--- src/rtl/bus_arbiter_8.sv ---
`default_nettype none
// ============================================================================
//  Module   : bus_arbiter_8
//  Purpose  : Round-robin arbiter and sequencer for the shared 8:1 datapath
//             bus. Grants one requester at a time, drives the mux select and
//             registers the selected source word onto the bus. A burst limit
//             forces a handoff whenever another source is waiting.
//  Revision : 1.0 - initial release
// ============================================================================
module bus_arbiter_8 #(
    parameter int WIDTH     = 16,
    parameter int MAX_BURST = 4
) (
    input  logic             clk,
    input  logic             rst_n,
    input  logic [7:0]       req,
    input  logic [WIDTH-1:0] in_0,
    input  logic [WIDTH-1:0] in_1,
    input  logic [WIDTH-1:0] in_2,
    input  logic [WIDTH-1:0] in_3,
    input  logic [WIDTH-1:0] in_4,
    input  logic [WIDTH-1:0] in_5,
    input  logic [WIDTH-1:0] in_6,
    input  logic [WIDTH-1:0] in_7,
    output logic [7:0]       grant,
    output logic [2:0]       select,
    output logic [WIDTH-1:0] bus_out,
    output logic             bus_valid,
    output logic             busy
);

    // Counter must be able to hold MAX_BURST itself; it saturates there.
    localparam int C_CNT_W = (MAX_BURST < 1) ? 1 : $clog2(MAX_BURST + 1);
    localparam logic [C_CNT_W-1:0] C_MAX_BURST = C_CNT_W'(MAX_BURST);
    localparam logic [C_CNT_W-1:0] C_CNT_ONE   = C_CNT_W'(1);

    // The arbiter state lives in the registered grant vector itself.
    localparam logic [0:0] ST_IDLE = 1'b0;
    localparam logic [0:0] ST_OWN  = 1'b1;

    // ------------------------------------------------------------------
    // Registers
    // ------------------------------------------------------------------
    logic [7:0]         r_grant;
    logic [2:0]         r_select;
    logic [WIDTH-1:0]   r_bus_out;
    logic               r_bus_valid;
    logic [C_CNT_W-1:0] r_burst_cnt;
    logic [2:0]         r_rr_ptr;

    // ------------------------------------------------------------------
    // Combinational signals
    // ------------------------------------------------------------------
    logic [WIDTH-1:0]   w_src [8];
    logic [0:0]         w_state;
    logic [2:0]         w_pick_base;
    logic [2:0]         w_pick_idx;
    logic               w_pick_valid;
    logic [7:0]         w_nxt_grant;
    logic [2:0]         w_nxt_select;
    logic [C_CNT_W-1:0] w_nxt_cnt;
    logic [2:0]         w_nxt_ptr;
    logic               w_load;

    assign w_src[0] = in_0;
    assign w_src[1] = in_1;
    assign w_src[2] = in_2;
    assign w_src[3] = in_3;
    assign w_src[4] = in_4;
    assign w_src[5] = in_5;
    assign w_src[6] = in_6;
    assign w_src[7] = in_7;

    assign w_state = (|r_grant) ? ST_OWN : ST_IDLE;

    // While idle the search starts after the stored pointer; while owning,
    // a release makes the current owner the new pointer, so search after it.
    assign w_pick_base = (w_state == ST_IDLE) ? r_rr_ptr : r_select;

    // Round-robin search: scan base+8 (the base itself) down to base+1 so the
    // closest requester after the base overwrites every farther one.
    always_comb begin
        w_pick_valid = 1'b0;
        w_pick_idx   = 3'd0;
        for (int i = 8; i >= 1; i--) begin
            if (req[w_pick_base + 3'(i)]) begin
                w_pick_valid = 1'b1;
                w_pick_idx   = w_pick_base + 3'(i);
            end
        end
    end

    // Next owner, burst count and pointer for the coming edge.
    always_comb begin
        w_nxt_grant  = r_grant;
        w_nxt_select = r_select;
        w_nxt_cnt    = r_burst_cnt;
        w_nxt_ptr    = r_rr_ptr;
        case (w_state)
            ST_IDLE: begin
                if (w_pick_valid) begin
                    w_nxt_grant  = 8'(1) << w_pick_idx;
                    w_nxt_select = w_pick_idx;
                    w_nxt_cnt    = C_CNT_ONE;
                end
            end
            ST_OWN: begin
                if (req[r_select] && (r_burst_cnt < C_MAX_BURST)) begin
                    w_nxt_cnt = r_burst_cnt + C_CNT_ONE;
                end else begin
                    // Release: zero-bubble handoff, re-grant of a lone owner,
                    // or fall back to idle when nobody is asking.
                    w_nxt_ptr = r_select;
                    if (w_pick_valid) begin
                        w_nxt_grant  = 8'(1) << w_pick_idx;
                        w_nxt_select = w_pick_idx;
                        w_nxt_cnt    = C_CNT_ONE;
                    end else begin
                        w_nxt_grant = 8'd0;
                        w_nxt_cnt   = '0;
                    end
                end
            end
            default: begin
                w_nxt_grant = 8'd0;
                w_nxt_cnt   = '0;
            end
        endcase
    end

    // Data is valid only when the post-edge owner is still requesting.
    assign w_load = (|w_nxt_grant) && req[w_nxt_select];

    // Arbitration state registers.
    always_ff @(posedge clk or negedge rst_n) begin
        if (!rst_n) begin
            r_grant     <= 8'd0;
            r_select    <= 3'd0;
            r_burst_cnt <= '0;
            r_rr_ptr    <= 3'd7;
        end else begin
            r_grant     <= w_nxt_grant;
            r_select    <= w_nxt_select;
            r_burst_cnt <= w_nxt_cnt;
            r_rr_ptr    <= w_nxt_ptr;
        end
    end

    // Bus data register; holds its last word whenever nothing valid is loaded.
    always_ff @(posedge clk or negedge rst_n) begin
        if (!rst_n) begin
            r_bus_out   <= '0;
            r_bus_valid <= 1'b0;
        end else begin
            r_bus_valid <= w_load;
            if (w_load) begin
                r_bus_out <= w_src[w_nxt_select];
            end
        end
    end

    assign grant     = r_grant;
    assign select    = r_select;
    assign bus_out   = r_bus_out;
    assign bus_valid = r_bus_valid;
    assign busy      = |r_grant;

endmodule
`default_nettype wire
--- config.mk ---
export PLATFORM = sky130hd
export DESIGN_NAME = bus_arbiter_8
export DESIGN_NICKNAME = d
export VERILOG_FILES = /design/src/rtl/bus_arbiter_8.sv
export SDC_FILE = /design/constraint.sdc
export NUM_CORES = 1
export LEC_CHECK = 0
export BUFFER_PORTS_ARGS = -buffer_cell sky130_fd_sc_hd__buf_4
export CELL_PAD_IN_SITES_DETAIL_PLACEMENT = 1
export CELL_PAD_IN_SITES_GLOBAL_PLACEMENT = 1
export CORE_MARGIN = 3
export CORE_UTILIZATION = 39
export DETAILED_ROUTE_END_ITERATION = 10
export PLACE_DENSITY_LB_ADDON = 0.1
export SLEW_MARGIN = 20
export SYNTH_ARGS = -nofsm -noshare
export SYNTH_HDL_FRONTEND = slang
export SYNTH_SLANG_ARGS = --single-unit
--- constraint.sdc ---
create_clock -name clk -period 8.55 [get_ports clk]
set_clock_uncertainty 0.15 [all_clocks]
set_input_delay 1.71 -clock clk [delete_from_list [all_inputs] [get_ports clk]]
set_output_delay 1.71 -clock clk [all_outputs]
set_load 0.05 [all_outputs]
After elaboration in Yosys (flattened, before gate mapping)
Index checks and enable logic that the tools add are counted.
{"block": "word_totals", "latch_bits": 0, "output_inout_bits": 29, "register_bits": 34, "memories": 0, "word_cells": 88, "ram_bits": 0, "romBits": 0, "in_bits": 138}
{"block": "classes", "mux": 52, "n_shift": 1, "add_sub_neg": 8, "magnitude_cmp": 12, "div_mod_pow": 0, "mul": 0, "reduce_logical": 5, "bitwise": 3, "eq_ne": 1}
{"op": "16-bit binary-select mux with 3-bit select", "count": 1}
{"op": "3-bit by 4-bit less-than comparator with 1-bit output (second input constant)", "count": 10}
{"op": "3-bit 2-to-1 mux", "count": 13}
{"op": "16-bit 2-to-1 mux", "count": 2}
{"op": "1-bit binary-select mux with 3-bit select", "count": 10}
{"op": "8-bit 2-to-1 mux", "count": 3}
{"op": "1-bit 2-to-1 mux", "count": 20}
{"op": "8-bit case mux with 2 select lines", "count": 1}
{"op": "8-bit OR reduction", "count": 2}
{"op": "3-bit adder (second input constant)", "count": 4}
{"op": "3-bit case mux with 2 select lines", "count": 2}
{"op": "1-bit by 3-bit << shifter with 8-bit output (first input constant)", "count": 1}
{"op": "3-bit by 1-bit adder with 3-bit output (second input constant)", "count": 2}
{"op": "3-bit by 2-bit adder with 3-bit output (second input constant)", "count": 2}
{"op": "4-bit >= comparator (second input constant)", "count": 1}
{"op": "3-bit NOT with 4-bit output", "count": 1}
{"op": "3-bit less-than comparator (second input constant)", "count": 1}
{"op": "1-bit logical AND", "count": 2}
{"op": "2-bit inequality test (second input constant)", "count": 1}
{"op": "1-bit NOT", "count": 2}
{"op": "2-bit AND reduction", "count": 1}

Longest topological paths before layout
Gate-level depths: netlist of run 1.
{"block": "logic_depth", "word_depth": 20, "depth_mapped": 19, "ltp_nobuf": 16}

Worst setup path after synthesis of run 1
No wires, ideal clock.
{"block": "synth_timing", "path_kind": "flip-flop to flip-flop", "startpoint": "register r_grant[7], in the netlist grant[7]", "endpoint": "register r_bus_out[0], in the netlist bus_out[0]", "setup_slack_ns": 3.732, "path_stages_with_launch": 18, "required_time_ns": 8.273, "arrival_ns": 4.541, "period_less_slack_ns": 4.818, "n_path_buf": 4, "setup_time_ns": 0.127, "cell_sequence": "dfrtp_1 or4_1 buf_2 o21ai_0 and2_1 clkinv_1 ha_1 buf_1 mux4_2 and3_4 a22oi_4 nor2_1 a21oi_2 buf_6 buf_6 mux2i_1 and3_1 o22ai_1"}
{"block": "synth_via", "elab_chain_cells": 20, "word_cells_on_any_way": 59, "classes_between": "add/sub (7); shift (1); mux (46); bitwise (2); reduce/logical (3)"}
{"item": "start: declaration", "line_no": "44", "rtl": "logic [7:0] r_grant;"}
{"item": "start signal: assignment", "line_no": "142", "rtl": "r_grant <= w_nxt_grant;"}
{"item": "8-bit OR reduction *", "line_no": "74", "rtl": "assign w_state = (|r_grant) ? ST_OWN : ST_IDLE;"}
{"item": "1-bit 2-to-1 mux *", "line_no": "74"}
{"item": "3-bit 2-to-1 mux", "line_no": "78", "rtl": "assign w_pick_base = (w_state == ST_IDLE) ? r_rr_ptr : r_select;"}
{"item": "3-bit adder / 1-bit binary-select mux with 3-bit select (equally long branches)", "line_no": "86, 88"}
{"item": "1-bit binary-select mux with 3-bit select / 1-bit 2-to-1 mux (equally long branches)", "line_no": "86", "rtl": "if (req[w_pick_base + 3'(i)]) begin"}
{"item": "1-bit 2-to-1 mux (not written as such) / 3-bit 2-to-1 mux (equally long branches)", "line_no": "86"}
{"item": "3-bit 2-to-1 mux / 1-bit 2-to-1 mux (equally long branches) (7 in series)", "line_no": "86"}
{"item": "3-bit 2-to-1 mux", "line_no": "101, 114"}
{"item": "3-bit 2-to-1 mux", "line_no": "108", "rtl": "if (req[r_select] && (r_burst_cnt < C_MAX_BURST)) begin"}
{"item": "3-bit case mux with 2 select lines *", "line_no": "99", "rtl": "case (w_state)"}
{"item": "net w_nxt_select[2]", "line_no": "60", "rtl": "logic [2:0] w_nxt_select;"}
{"item": "3-bit NOT with 4-bit output (not written as such)", "line_no": "157", "rtl": "r_bus_out <= w_src[w_nxt_select];"}
{"item": "16-bit binary-select mux with 3-bit select", "line_no": "157"}
{"item": "16-bit 2-to-1 mux (not written as such) (2 in series)", "line_no": "157"}
{"item": "end signal: assignment", "line_no": "157"}
{"item": "end: declaration", "line_no": "46", "rtl": "logic [WIDTH-1:0] r_bus_out;"}
The timed path passes the listed nets; every way through them passes the cells marked *. The select of a mux whose other input is x is not followed.
A chain may end at the register's enable or synchronous reset.

Worst setup path after layout of run 1
{"block": "layout_timing", "startpoint": "register r_grant[7], in the netlist grant[7]", "endpoint": "register r_bus_out[14], in the netlist bus_out[14]"}
{"block": "layout_via", "elab_chain_cells": 20, "word_cells_on_any_way": 59, "classes_between": "add/sub (7); shift (1); mux (46); bitwise (2); reduce/logical (3)"}
{"item": "8-bit OR reduction", "line_no": "74"}
{"item": "1-bit 2-to-1 mux", "line_no": "74"}
{"item": "3-bit 2-to-1 mux", "line_no": "78"}
{"item": "3-bit adder / 1-bit binary-select mux with 3-bit select (equally long branches)", "line_no": "86, 88"}
{"item": "1-bit binary-select mux with 3-bit select / 1-bit 2-to-1 mux (equally long branches)", "line_no": "86"}
{"item": "1-bit 2-to-1 mux (not written as such) / 3-bit 2-to-1 mux (equally long branches)", "line_no": "86"}
{"item": "3-bit 2-to-1 mux / 1-bit 2-to-1 mux (equally long branches) (7 in series)", "line_no": "86"}
{"item": "3-bit 2-to-1 mux", "line_no": "101, 114"}
{"item": "3-bit 2-to-1 mux", "line_no": "108"}
{"item": "3-bit case mux with 2 select lines", "line_no": "99"}
{"item": "3-bit NOT with 4-bit output (not written as such)", "line_no": "157"}
{"item": "16-bit binary-select mux with 3-bit select", "line_no": "157"}
{"item": "16-bit 2-to-1 mux (not written as such) (2 in series)", "line_no": "157"}
Several ways; a longest one is shown, not always the timed one. The select of a mux whose other input is x is not followed.

==> metrics.csv, run 1 <==
metric,value,unit
max_clock_freq,155,MHz
path_delay_family,simple AND/OR/NAND/NOR gates,
cts_buffer_depth,2,
drcViolationCount,0,
worstPathRequired,8620,ps
vias_per_cell,6.09,
vias,5022,
initial_utilization,0.401,
maxCapViolCount,0,
status,"complete, no violations",
antenna_found_initial,0,
firstDrtPassIters,4,
ys_ff_latch,34,
synthFlopType,dfrtp_1,
cts-resized-gates,0,
cp_max_fo,54,
synth_top_area_share,0.178,
grt-ovfl-total,0,
place.port_buffers,166,
whs,374,ps
regArea,855,µm²
synthCells,549,
cts_buffers,5,
worst-path-buf-inv,3,
hpwl,13800,µm
grt_max_degree,55,
clock_latency,320,ps
finalSetupViolCount,0,
min_period,6450,ps
synth_edf_count,0,
max_stage_delay,870,ps
min_period_over_period,0.754,
rsz0062_at_grt,false,
cts_sinks,34,
nets,824,
pre_cts_ws,2220,ps
dieWidth,112,µm
yosysSeqAreaShare,0.196,
crit_slowest_cell,or4_1,
rows,38,
critPathArrivalTime,6510,ps
post_cts_buffers,0,
drt_iter0_drc,335,
drive_gt1_frac,0.328,
synth_common_cells,"mux2i_1, nand2_1, o21ai_0, dfrtp_1, nand3_1",
crit_chain,or4_1 -> o21ai_0 -> and2_1 -> clkinv_1 -> ha_1 -> nor2b_1 -> o211ai_1 -> and2_1 -> mux4_2 -> and3_4 -> a22oi_4 -> buf_4 -> a31oi_4 -> inv_2 -> mux2_2 -> o22ai_1,
worstMarginPinSlew,964,ps
fin_setup_tns,0,ps
core-area,0.0109,mm²
grt_pass1_vias,5437,
startpoint_type,flip-flop,
cts_tree,yes,
hold_viol,0,
setup_slack,2100,ps
synthesis.area,0.00437,mm²
final_util,0.529,
synth_area_leaders,"dfrtp_1, mux2i_1, nand2_1",
cp_common_cell,and2_1,
yosysMostFrequentCell,mux2i_1,
slew_headroom,0.356,
path_clk_slew,80,ps
multi_input_area,0.00329,mm²
gr-usage-all-layers,0.286,
dieArea,0.0125,mm²
synth_area_per_cell,7.95,µm²
fillers,1375,
gp_congestion,0.927,
final_max_slew_viol_count,0,
criticalPathCategory,reg -> reg,
yosys_warnings,0,
grt_pass1_wl,28900,µm
synth_area_leader_cell,dfrtp_1,
synth_nets,689,
cp-end-kind,flip-flop,
post_synth_num_cell_types,64,
h-tree-depth,2,
ios,167,
root_buffer,clkbuf_8,
diodes,0,
hp-class,reg -> reg,
routed_wl,18100,µm
syn2layout_area_growth,31.9,%
hold_buffers,0,
wire_per_inst,21.9,µm
async_flop_share,1.00,
drtAntennaViolNets,0,
die_y,112,µm
==> sequential cells by signal (all words and copies together) (netlist names) <==
name	cells
grant	8
bus_out	16
bus_valid	1
r_burst_cnt	3
select	3
r_rr_ptr	3
==> per-stage QoR <==
stage | instances | instance area, µm²
floorplan | 549 | 4370
CTS | 825 | 5760
global placement | 817 | 5660
detailed placement | 817 | 5660
finish | 825 | 5760
global route | 825 | 5760
==> metal layers <==
layer,up-vias,global-route usage,part of all wire
li1,2364,-,-
met4,0,0.0941,0.026
met1,2438,0.349,0.40
met2,190,0.495,0.50
met3,30,0.0674,0.070
met5,-,0,0
==> cell type report <==
class                      count  share of cell area
clock inverter                 2             0.00217
tap                          140              0.0304
multi-input combinational    458               0.571
clock buffer                   6              0.0143
timing repair buffer         174               0.227
sequential                    34               0.148
inverter                      11             0.00717
==> final timing paths <==
path | start | to | slack [ps] | depth (start not counted)
worst max-delay path | grant[7] | bus_out[14] | 2100 | 16
worst min-delay path | r_burst_cnt[0] | r_burst_cnt[0] | 370 | 1
worst max register to register | grant[7] | bus_out[14] | 2100 | 16
worst min register to register | r_burst_cnt[0] | r_burst_cnt[0] | 370 | 1
max in group asynchronous | rst_n | grant[7] | 6670 | 1
min in group asynchronous | rst_n | bus_out[3] | 1200 | 1
==> placed cells by master (no fill, tap or decap), types with 13 or more instances in the layout <==
| master | synthesis | routed |
|---|---|---|
| mux2i_1 | 72 | 72 |
| o22ai_1 | 19 | 19 |
| o21ai_0 | 34 | 34 |
| nand2b_1 | 20 | 20 |
| nand3_1 | 30 | 30 |
| nand2_1 | 71 | 71 |
| buf_4 | 3 | 174 |
| dfrtp_1 | 31 | 31 |
| mux2_2 | 20 | 20 |
| o2bb2ai_1 | 19 | 18 |
| a21oi_1 | 13 | 13 |
| o211ai_1 | 25 | 25 |
| and3_1 | 21 | 21 |
==> logic make-up after synthesis <==
kind of cell	count (synthesis)	synth area share
DFF	34	0.196
adders and majority gates	2	0.00573
and+or+nand+nor	189	0.221
buffers and inverters	57	0.0579
AOI/OAI and AO/OA	170	0.284
muxes	95	0.232
xor gates and xnor gates	2	0.00401
Power of run 1 is left out: the tool's default activity adds up to more than one toggle a clock period on the data nets, which glitch-free logic cannot reach.
==> run 2, diff against run 1 <==
- ABC_AREA: default -> 1
- CORE_UTILIZATION: 39 -> 31
- clock period: 8.55 -> 6.2 ns (I/O delays scaled with it)
==> run 2 against run 1 <==
- cell count up 27%
- worst hold slack worse by 46 ps
- maximum frequency up 34%
- core utilization down 8.4 points
- cell area down 4.8%
- area after synthesis down 8.5%
- first-iteration DRC count down 24%
- critical path type unchanged
- critical endpoint is now bus_out[3]
- largest cell class unchanged
==> metrics.csv, run 2 <==
metric,value,unit
wire_per_inst,15.5,µm
crit_chain,nor2_1 -> nand2_2 -> nor2_8 -> nand2_1 -> nand2_1 -> ha_1 -> inv_1 -> nand2_1 -> nand2_1 -> inv_2 -> nor2_1 -> nand4_2 -> nor2_4 -> nor2_4 -> nand2_1 -> buf_4 -> nand3_1 -> nand3_1 -> nand2_1 -> nand2_1 -> nand2_1 -> nand2_1 -> nand2_1,
nets,1021,
post_synth_num_cell_types,28,
root_buffer,clkbuf_16,
core-area,0.0123,mm²
firstDrtPassIters,4,
synthFlopType,dfrtp_1,
synth_common_cells,"nand2_1, nand3_1, inv_1, dfrtp_1, buf_2",
min_period,4800,ps
h-tree-depth,2,
dieArea,0.0143,mm²
post_cts_buffers,0,
grt_pass1_vias,5334,
drive_gt1_frac,0.237,
synth_area_leader_cell,nand2_1,
synthCells,742,
fillers,1770,
syn2layout_area_growth,37.2,%
drcViolationCount,0,
wirelength_met1,7110,µm
cts-resized-gates,0,
initial_utilization,0.325,
timing.rr.end,bus_out[3],
drtAntennaViolNets,0,
synth_area_per_cell,5.39,µm²
rows,40,
cts_buffer_depth,2,
crit_slowest_cell,nand2_1,
r2r_start,grant[1],
max_stage_delay,690,ps
layout_common_cells,"nand2_1, nand3_1, buf_4",
status,"complete, no violations",
vias_per_cell,4.95,
final_max_slew_viol_count,0,
cp_common_cell,nand2_1,
synth_nets,882,
routed_wl,16300,µm
criticalPathCategory,reg -> reg,
whs_path_depth,2,
maxUsedRoutingLayer,met4,
place.port_buffers,166,
cts_buffers,5,
gp_congestion,0.883,
layout_commonest_cell,nand2_1,
worstMarginPinSlew,899,ps
met3WireLength,519,µm
hpwl,13100,µm
min_period_over_period,0.775,
slew_headroom,0.399,
cp-end-kind,flip-flop,
holdPathEnd,bus_out[0],
fin_setup_tns,0,ps
yosysSeqAreaShare,0.214,
ff2ff_setup_slack,1400,ps
worst-path-buf-inv,3,
hp-class,reg -> reg,
largest_reg_flops,16,
wl_met2,8430,µm
hp-start,bus_out[0],
synth_edf_count,0,
path_clk_slew,50,ps
cp_max_fo,26,
grt_pass1_wl,26500,µm
grt_max_degree,66,
yosys_warnings,0,
antenna_found_initial,0,
cts_sinks,34,
r2r_cells,23,
hold_viol,0,
gr-usage-all-layers,0.223,
hold_buffers,0,
startpoint_type,flip-flop,
synth_top_area_share,0.296,
die_y,120,µm
finalSetupViolCount,0,
path_delay_family,simple AND/OR/NAND/NOR gates,
worstPathRequired,6200,ps
drt_iter0_drc,256,
max_clock_freq,208,MHz
maxCapViolCount,0,
vias,5201,
async_flop_share,1.00,
ys_ff_latch,34,
ios,167,
yosysMostFrequentCell,nand2_1,
grt-ovfl-total,0,
synthesis.area,0.00400,mm²
clock_latency,270,ps
critPathArrivalTime,4810,ps
synth_area_leaders,"nand2_1, nand3_1, dfrtp_1",
cts_tree,yes,
diodes,0,
dieWidth,120,µm
rsz0062_at_grt,false,
## run 2: cell types whose count changed after synthesis, moves of 20 or more
cell	delta
inv_1	+84
o211ai_1	-25
clkbuf_1	-24
nand2_1	+244
nand3_1	+153
and3_1	-21
mux2_2	-20
nand2b_1	-20
mux2i_1	-72
## run 2: metal layers
| metal | track usage | vias to the layer above |
|---|---|---|
| met5 | 0 | - |
| met4 | 0.0472 | 0 |
| met3 | 0.0207 | 15 |
| met2 | 0.416 | 116 |
| met1 | 0.278 | 2462 |
| li1 | - | 2608 |
## run 2: final cells by class
cell class / instances / area [µm²] / area share
clock inverter: 1 / 30.0 / 0.00548
tap: 168 / 210 / 0.0383
inverter: 102 / 383 / 0.0698
timing repair buffer: 172 / 1310 / 0.239
clock buffer: 7 / 143 / 0.0260
sequential: 34 / 855 / 0.156
multi-input combinational: 566 / 2550 / 0.465
## run 2: how the worst max path moves through the flow
| stage | startpoint | to | slack (ps) | cells after the start |
|---|---|---|---|---|
| floorplan | grant[5] | bus_out[5] | 2770 | 25 |
| global placement | req[1] | bus_out[11] | 1520 | 20 |
| detailed placement | grant[1] | bus_out[11] | 1400 | 23 |
| CTS | grant[1] | bus_out[3] | 1390 | 23 |
| global route | grant[1] | bus_out[10] | 990 | 23 |
| finish | grant[1] | bus_out[3] | 1400 | 23 |
## run 2: through the flow
stage | std cells | worst slack, ps | util | hold WS (ps) | instance area, µm²
floorplan | 742 | 2770 | - | 326 | 4000
global placement | 1041 | 1520 | 0.429 | 318 | 5280
detailed placement | 1041 | 1400 | 0.429 | 316 | 5280
CTS | 1049 | 1390 | 0.443 | 330 | 5450
global route | 1050 | 986 | 0.445 | 345 | 5480
finish | 1050 | 1400 | 0.445 | 328 | 5480
## run 2: kinds of logic after synthesis
| family | Yosys count | share of synthesized area |
|---|---|---|
| xor gates and xnor gates | 1 | 0.00219 |
| DFF | 34 | 0.214 |
| buffers and inverters | 142 | 0.154 |
| and+or+nand+nor | 523 | 0.568 |
| AOI/OAI and AO/OA | 40 | 0.0564 |
| adders and majority gates | 2 | 0.00626 |
## run 2: tightest hold or removal path: stages, from the launching register on
cell     delay (ps)
dfrtp_1         340
nand2_1          50
nand2_1          50
Power of run 2 is left out for the same reason.
